==> src/rtl/xor_cipher_serial.sv <==
// Digit-serial XOR cipher: LANE_W bits per cycle over a DATA_W word, plain or IV-seeded chained mode.
// Optional macro XOR_CIPHER_WCOUNT_EN adds a 16-bit delivered-word counter output (word_cnt).
module xor_cipher_serial #(
    parameter int unsigned DATA_W = 8,
    parameter int unsigned LANE_W = 1
) (
    input  logic              clk,
    input  logic              rst_n,
    input  logic              in_valid,
    output logic              in_ready,
    input  logic              in_first,
    input  logic [DATA_W-1:0] data_in,
    input  logic [DATA_W-1:0] key,
    input  logic [DATA_W-1:0] iv,
    input  logic              mode,
    input  logic              decrypt,
    output logic              out_valid,
    input  logic              out_ready,
    output logic [DATA_W-1:0] data_out,
    output logic              busy
`ifdef XOR_CIPHER_WCOUNT_EN
    ,
    output logic [15:0]       word_cnt
`endif
);
    localparam int unsigned NL    = DATA_W / LANE_W;
    localparam int unsigned CNT_W = (NL > 1) ? $clog2(NL) : 1;

    if (DATA_W % LANE_W != 0) begin : g_bad_lane
        $error("DATA_W must be a multiple of LANE_W");
    end

    typedef enum logic [1:0] {StIdle, StProc, StHold} state_e;

    state_e            state_q;
    logic [DATA_W-1:0] data_q;
    logic [DATA_W-1:0] key_q;
    logic [DATA_W-1:0] chain_q;
    logic              mode_q;
    logic              decrypt_q;
    logic [CNT_W-1:0]  lane_cnt_q;
    logic [LANE_W-1:0] lane_res;

    assign in_ready = (state_q == StIdle);
    assign busy     = (state_q != StIdle);

    always_comb begin
        lane_res = data_q[lane_cnt_q*LANE_W +: LANE_W] ^ key_q[lane_cnt_q*LANE_W +: LANE_W];
        if (mode_q) begin
            lane_res = lane_res ^ chain_q[lane_cnt_q*LANE_W +: LANE_W];
        end
    end

    always_ff @(posedge clk or negedge rst_n) begin
        if (!rst_n) begin
            state_q    <= StIdle;
            data_q     <= '0;
            key_q      <= '0;
            chain_q    <= '0;
            mode_q     <= 1'b0;
            decrypt_q  <= 1'b0;
            lane_cnt_q <= '0;
            out_valid  <= 1'b0;
            data_out   <= '0;
`ifdef XOR_CIPHER_WCOUNT_EN
            word_cnt   <= '0;
`endif
        end else begin
            unique case (state_q)
                StIdle: begin
                    if (in_valid) begin
                        data_q     <= data_in;
                        key_q      <= key;
                        mode_q     <= mode;
                        decrypt_q  <= decrypt;
                        if (in_first) begin
                            chain_q <= iv;
`ifdef XOR_CIPHER_WCOUNT_EN
                            word_cnt <= '0;
`endif
                        end
                        data_out   <= '0;
                        lane_cnt_q <= '0;
                        state_q    <= StProc;
                    end
                end
                StProc: begin
                    data_out[lane_cnt_q*LANE_W +: LANE_W] <= lane_res;
                    if (lane_cnt_q == CNT_W'(NL - 1)) begin
                        out_valid <= 1'b1;
                        state_q   <= StHold;
                    end else begin
                        lane_cnt_q <= lane_cnt_q + CNT_W'(1);
                    end
                end
                StHold: begin
                    if (out_ready) begin
                        // Chain always follows the ciphertext side of the transform.
                        chain_q   <= decrypt_q ? data_q : data_out;
                        out_valid <= 1'b0;
                        state_q   <= StIdle;
`ifdef XOR_CIPHER_WCOUNT_EN
                        word_cnt  <= word_cnt + 16'd1;
`endif
                    end
                end
                default: state_q <= StIdle;
            endcase
        end
    end
endmodule

==> config.mk <==
export PLATFORM = sky130hd
export DESIGN_NAME = xor_cipher_serial
export DESIGN_NICKNAME = d
export VERILOG_FILES = /design/src/rtl/xor_cipher_serial.sv
export SDC_FILE = /design/constraint.sdc
export NUM_CORES = 1
export LEC_CHECK = 0
export ABC_CLOCK_PERIOD_IN_PS = 2000
export BUFFER_PORTS_ARGS = -buffer_cell sky130_fd_sc_hd__clkbuf_2
export CAP_MARGIN = 20
export CORE_MARGIN = 4
export CORE_UTILIZATION = 49
export DETAILED_ROUTE_END_ITERATION = 6
export MAX_ROUTING_LAYER = met4
export PLACE_DENSITY_LB_ADDON = 0.2
export SYNTH_ARGS = -nofsm -noshare
export SYNTH_HDL_FRONTEND = slang
export SYNTH_SLANG_ARGS = --single-unit
==> constraint.sdc <==
create_clock -name clk -period 2 [get_ports clk]
set_input_delay 0.4 -clock clk [delete_from_list [all_inputs] [get_ports clk]]
set_output_delay 0.4 -clock clk [all_outputs]
set_load 0.03 [all_outputs]
==> run summary, run 1 <==
grt total ovfl - 0
Netlist cell types - 25
Via density - 5.36
TritonCTS clock tree - done
Core Area - 4090 µm²
Critical Path Source Type - flop
largest net degree at the start of global routing - 41
die extent in y - 73.5 µm
Syn Std Cell Area - 2100 µm²
initial antenna violation count - 0
Via Count - 1,582
top cell type's share of synthesized area - 0.476
Core Rows - 23
asr flop ratio synth - 1.00
ratio of cells with drive above 1 in the final layout - 0.335
Final period util - 0.957
Seq/Total Area, Yosys - 0.476
post-synthesis cell count - 197
cell accounting for the most synthesized area - dfrtp_1
RSZ-0062 raised after global routing - false
clock root buffer - clkbuf_8
clk_skew - 0.00499 ns
NumNets Final - 282
# IOs - 42
first-pass GRT wire length - 7340 µm
Yosys warnings - 0
die footprint - 5400 µm²
Final min period - 1.91 ns
clk_lat worst skew - 0.30 ns
Final Hold Fails - 0
power density cells - 1660 nW/µm²
actual slew at the worst max-slew pin - 0.526 ns
WP buf/inv - 0
overall global routing resource usage - 0.185
count leader, synth - dfrtp_1
crit path cell chain - xor2_1 > mux4_1 > mux2i_2 > xnor2_2 > o21ai_0
max-slew violations - 0
final number of setup-violating endpoints - 0
max_slew headroom - 0.649
Main synth FF type - dfrtp_1
crit-path max FO - 8
Iter 0 DRT Violations - 70
Area contributors post-synth - dfrtp_1 48%, mux2_2 11%, mux4_1 5.0%
input/output buffers - 41
MaxCap Viol Count - 0
Worst Hold Class - in2async
Initial Utilization - 0.514
clk sinks - 40
syn_area_per_cell - 10.7 µm²
Residual DRC - 0
Multi-input gate area - 1070 µm²
slowest stage delay, CP - 0.54 ns
number of buffers created by CTS - 5
setup TNS - 0 ns
Inserted Diodes - 0
Worst-path clk slew - 0.08 ns
fillers - 366
synthesis-stage register bit count - 40
DP HPWL - 3280 µm
vias in the first global route - 1,547
syn nets - 235
status - complete, no violations
Post-CTS Setup Bufs - 0
Die X - 73.5 µm
Worst EP required - 2.16 ns
CP delay by family, top - multiplexers
CTS max path bufs - 2
VDD IR max - 0.857 mV
CP Data Arrival Time - 2.08 ns
H-tree levels - 2
Hold-fix buffers, CTS - 0
GPL Wtd Cong - 0.805
Sequential Area - 1000 µm²
Final ANT Viol Nets - 0
Tot Pwr - 4.17 mW
FMAX - 522 MHz
wire per inst - 15.2 µm
P_leak - 1.21 nW
CP Capture Type - flop
Post-Route WL - 4490 µm
CP max-delay cell - mux4_1
WS Path Type - reg2reg
Layout Area Growth over Synthesis - 19.2%
most common library cells after synthesis - 40 x dfrtp_1, 28 x nand2_1, 20 x mux2_2
Pre-Repair DR Iteration Count - 4
Post-synth EDFFs - 0
## flip-flops by register name, summed over array words and instances (netlist names)
| name | flops |
|---|---|
| decrypt_q | 1 |
| data_out | 8 |
| mode_q | 1 |
| data_q | 8 |
| chain_q | 8 |
| lane_cnt_q | 3 |
| state_q | 2 |
| key_q | 8 |
| out_valid | 1 |
## cells in the final DEF, fill, tap and decap left out, types with 2 or more instances in the layout
cell type / synthesis / final
nor2_1: 13 / 13
nand3_1: 9 / 9
nand2b_1: 2 / 2
clkbuf_8: 0 / 6
xor2_1: 8 / 8
clkbuf_2: 0 / 41
inv_1: 3 / 3
a21oi_1: 10 / 10
ha_1: 7 / 7
mux4_1: 4 / 4
mux2i_1: 9 / 8
buf_4: 0 / 8
clkinv_2: 0 / 2
nand2_1: 28 / 28
nor3_1: 4 / 4
o21ai_0: 18 / 18
a22o_1: 4 / 4
dfrtp_1: 40 / 40
mux2_2: 20 / 20
## per-stage QoR
step	setup WS, ns	instance area [µm²]	std cells	utilization	hold slack [ns]
2_1_floorplan	0.0487	2100	197	-	0.104
5_1_grt	0.0155	2500	295	0.613	0.184
6_report	0.0855	2500	295	0.613	0.141
3_5_place_dp	0.0230	2400	287	0.586	0.468
4_1_cts	0.0478	2500	295	0.611	0.176
3_3_place_gp	0.124	2400	287	0.586	0.470
## worst register-to-register path, stage by stage (launching register included)
cell	delay [ns]
dfrtp_1	0.42
xor2_1	0.17
mux4_1	0.54
mux2i_2	0.26
xnor2_2	0.23
o21ai_0	0.17
## cell families after synthesis
family / synth area share
adders and majority gates: 0.0417
buffers and inverters: 0.0238
muxes: 0.200
xor gates and xnor gates: 0.0375
DFF: 0.476
and+or+nand+nor: 0.129
AOI/OAI and AO/OA: 0.0917
## final cells by class
| class | instances | area share |
|---|---|---|
| Multi-Input combinational cell | 144 | 0.427 |
| Clock inverter | 2 | 0.00400 |
| Clock buffer | 6 | 0.0330 |
| Inverter | 4 | 0.00599 |
| Tap cell | 50 | 0.0250 |
| Sequential cell | 40 | 0.400 |
| Timing Repair Buffer | 49 | 0.106 |
## final timing paths
path                            cells past startpoint  slack (ns)  startpoint     endpoint
worst max-delay path                                5        0.09   data_q[3]  data_out[4]
worst min-delay path                                2        0.14       rst_n   state_q[1]
worst max register to register                      5        0.09   data_q[3]  data_out[4]
worst min register to register                      2        0.50  chain_q[5]   chain_q[5]
max in group asynchronous                           2        1.50       rst_n  data_out[5]
min in group clk                                    2        0.33   out_ready   state_q[1]
## repair_timing
action | CTS | global route
pin swaps | 0 | 0
endpoints found under the setup margin | 1 | 8
gates resized for setup | 1 | 2
## per-layer routing
layer  GRT usage  wire [µm]  vias to the layer above
met5           -          0                        -
met4      0.0664         81                        0
met1       0.249       2150                      754
met2       0.279       2060                       35
li1            -          -                      784
met3      0.0369        201                        9
## where the power goes
group	leakage, nW	total [mW]	switching [mW]	internal, mW
sequential	0.497	1.51	0.334	1.18
clock	0.0510	0.563	0.288	0.275
combinational	0.662	2.09	1.07	1.03
total	1.21	4.17	1.69	2.48
Power figures use the tool's default switching activity.
==> inputs of run 2 (changes only) <==
--- a/config.mk
+++ b/config.mk
@@ -5,11 +5,12 @@
 export SDC_FILE = /design/constraint.sdc
 export NUM_CORES = 1
 export LEC_CHECK = 0
+export ABC_AREA = 1
 export ABC_CLOCK_PERIOD_IN_PS = 2000
 export BUFFER_PORTS_ARGS = -buffer_cell sky130_fd_sc_hd__clkbuf_2
 export CAP_MARGIN = 20
 export CORE_MARGIN = 4
-export CORE_UTILIZATION = 49
+export CORE_UTILIZATION = 50
 export DETAILED_ROUTE_END_ITERATION = 6
 export MAX_ROUTING_LAYER = met4
 export PLACE_DENSITY_LB_ADDON = 0.2
==> run 2 against run 1 <==
  * Global-route usage increased by 1.9 points
  * Utilization decreased by 0.13 points
  * Critical path depth increased by 3
  * Via count increased by 31%
  * Cell count increased by 37%
  * Setup slack improved by 0.16 ns
  * Synthesized area increased by 9.8%
  * Combinational power increased by 22%
  * Worst hold slack got worse by 0.064 ns
  * Register-to-register slack improved by 0.16 ns
  * Highest routed layer unchanged
==> run summary, run 2 <==
Core Rows - 24
CP Data Arrival Time - 1.98 ns
Final period util - 0.877
power density cells - 1730 nW/µm²
Iter 0 DRT Violations - 184
Final WS setup - 0.246 ns
Main synth FF type - dfrtp_1
Syn Std Cell Area - 2310 µm²
grt total ovfl - 0
Pre-Repair DR Iteration Count - 4
WP buf/inv - 2
Core Area - 4410 µm²
reg2reg end - data_out[3]
Die X - 75.9 µm
Worst-path clk slew - 0.08 ns
commonest non-fill, non-tap cell in the layout - nand2_1
Worst EP required - 2.23 ns
first-pass GRT wire length - 9390 µm
crit-path max FO - 8
R2R depth - 8
Seq/Total Area, Yosys - 0.434
Post-CTS Setup Bufs - 0
clock root buffer - clkbuf_8
overall global routing resource usage - 0.204
post-CTS sizing - 0
simple-gate share of the synthesized area - 0.301
Worst Hold Class - in2async
syn nets - 341
CP startpoint - lane_cnt_q[2]
Final Hold Fails - 0
Crit path depth - 8
Min Hold Slack - 0.0769 ns
# IOs - 42
most common library cells after synthesis - 80 x nand2_1, 40 x dfrtp_1, 36 x inv_1
syn_area_per_cell - 7.61 µm²
largest net degree at the start of global routing - 26
Yosys warnings - 0
H-tree levels - 2
main combinational cell family by area after synthesis - simple AND/OR/NAND/NOR gates
status - complete, no violations
CTS max path bufs - 2
slowest stage delay, CP - 0.52 ns
NumNets Final - 390
GPL Wtd Cong - 0.846
Hold-fix buffers, CTS - 0
CP Capture Type - flop
clk sinks - 40
cell accounting for the most synthesized area - dfrtp_1
Switching Fraction - 0.487
synthesis-stage register bit count - 40
VDD IR max - 0.748 mV
clk_lat worst skew - 0.29 ns
pre-CTS setup slack - 0.281 ns
TritonCTS clock tree - done
FMAX - 570 MHz
clk_skew - 0.00739 ns
setup TNS - 0 ns
final number of setup-violating endpoints - 0
die extent in y - 75.9 µm
internal power - 2.39 mW
wire per inst - 13.6 µm
Layout Area Growth over Synthesis - 17.1%
Clk network pwr share - 0.139
Inserted Diodes - 0
DP HPWL - 4240 µm
crit path cell chain - inv_1 > ha_1 > inv_1 > nor2_1 > nand2_1 > nor2_1 > nand3_1 > o21ai_1
Area contributors post-synth - dfrtp_1 43%, nand2_1 13%, o21ai_0 7.4%
Gate power share - 0.546
synthesized-area fraction occupied by adder cells - 0.0380
P_leak - 1.42 nW
Initial Utilization - 0.522
fillers - 420
Psw - 2.28 mW
initial antenna violation count - 0
Netlist cell types - 28
xor and xnor fraction of the mapped netlist area - 0
MaxCap Viol Count - 0
ratio of cells with drive above 1 in the final layout - 0.241
worst reg-to-reg setup slack - 0.25 ns
count leader, synth - nand2_1
Post-synth EDFFs - 0
vias in the first global route - 2,023
CP delay by family, top - flip-flops
Residual DRC - 0
CP max-delay cell - dfrtp_1
input/output buffers - 41
RSZ-0062 raised after global routing - false
max_slew headroom - 0.637
sequential power share - 0.315
Critical Path Source Type - flop
number of buffers created by CTS - 5
Final min period - 1.75 ns
Via Count - 2,079
asr flop ratio synth - 1.00
max-slew violations - 0
Critical R2R Launch - lane_cnt_q[2]
WS Path Type - reg2reg
Via density - 5.13
die footprint - 5760 µm²
most frequent cells in the layout - 80 x nand2_1, 41 x clkbuf_2, 40 x dfrtp_1, 36 x inv_1, 34 x o21ai_0
post-synthesis cell count - 303
compound-cell area share of the yosys netlist - 0.127
Final ANT Viol Nets - 0
top cell type's share of synthesized area - 0.434
actual slew at the worst max-slew pin - 0.544 ns
Post-Route WL - 5500 µm
mux contribution to synthesized area - 0
run 2: metrics by stage:
stage                     utilization  instance area [µm²]  total power [mW]  cells
after CTS                       0.612                 2700              4.67    405
after floorplan                     -                 2310              3.38    303
after global placement          0.587                 2590              3.96    397
final                           0.612                 2700              4.67    405
after global routing            0.612                 2700              5.08    405
after detailed placement        0.587                 2590              4.01    397
run 2: cell families after synthesis:
kind of cell	Yosys count
AO/OA/AOI/OAI	55
adder cells (fa/ha/maj)	7
AND/OR/NAND/NOR	150
flip-flops	40
buffers and inverters	51
run 2: how the worst max path moves through the flow:
stage                        endpoint  slack (ns)
after global placement    data_out[3]        0.30
after floorplan            chain_q[4]        0.09
final                     data_out[3]        0.25
after detailed placement  data_out[3]        0.28
after CTS                 data_out[3]        0.26
after global routing      data_out[3]        0.07
run 2: area by class of cell:
type                    count  area, µm²  share of cell area
multi-input cells         212       1070               0.398
inverters                  43        166              0.0616
clock inverters             2       35.0              0.0130
clock buffers               6       72.6              0.0269
repair buffers             50        285               0.106
flip-flops and latches     40       1000               0.371
well taps                  52       65.1              0.0241
run 2: metal layers:
| metal | GRT usage | wire, µm | vias to the layer above |
|---|---|---|---|
| met5 | - | 0 | - |
| met2 | 0.306 | 2510 | 63 |
| met3 | 0.0450 | 350 | 12 |
| li1 | - | - | 1063 |
| met1 | 0.274 | 2510 | 941 |
| met4 | 0.0694 | 133 | 0 |
run 2: power groups by stage:
stage	registers, mW	clock network, mW	logic (mW)
floorplan	1.54	0	1.84
global placement	1.46	0	2.49
detailed placement	1.48	0	2.53
CTS	1.46	0.659	2.55
global route	1.51	0.715	2.86
finish	1.47	0.647	2.55
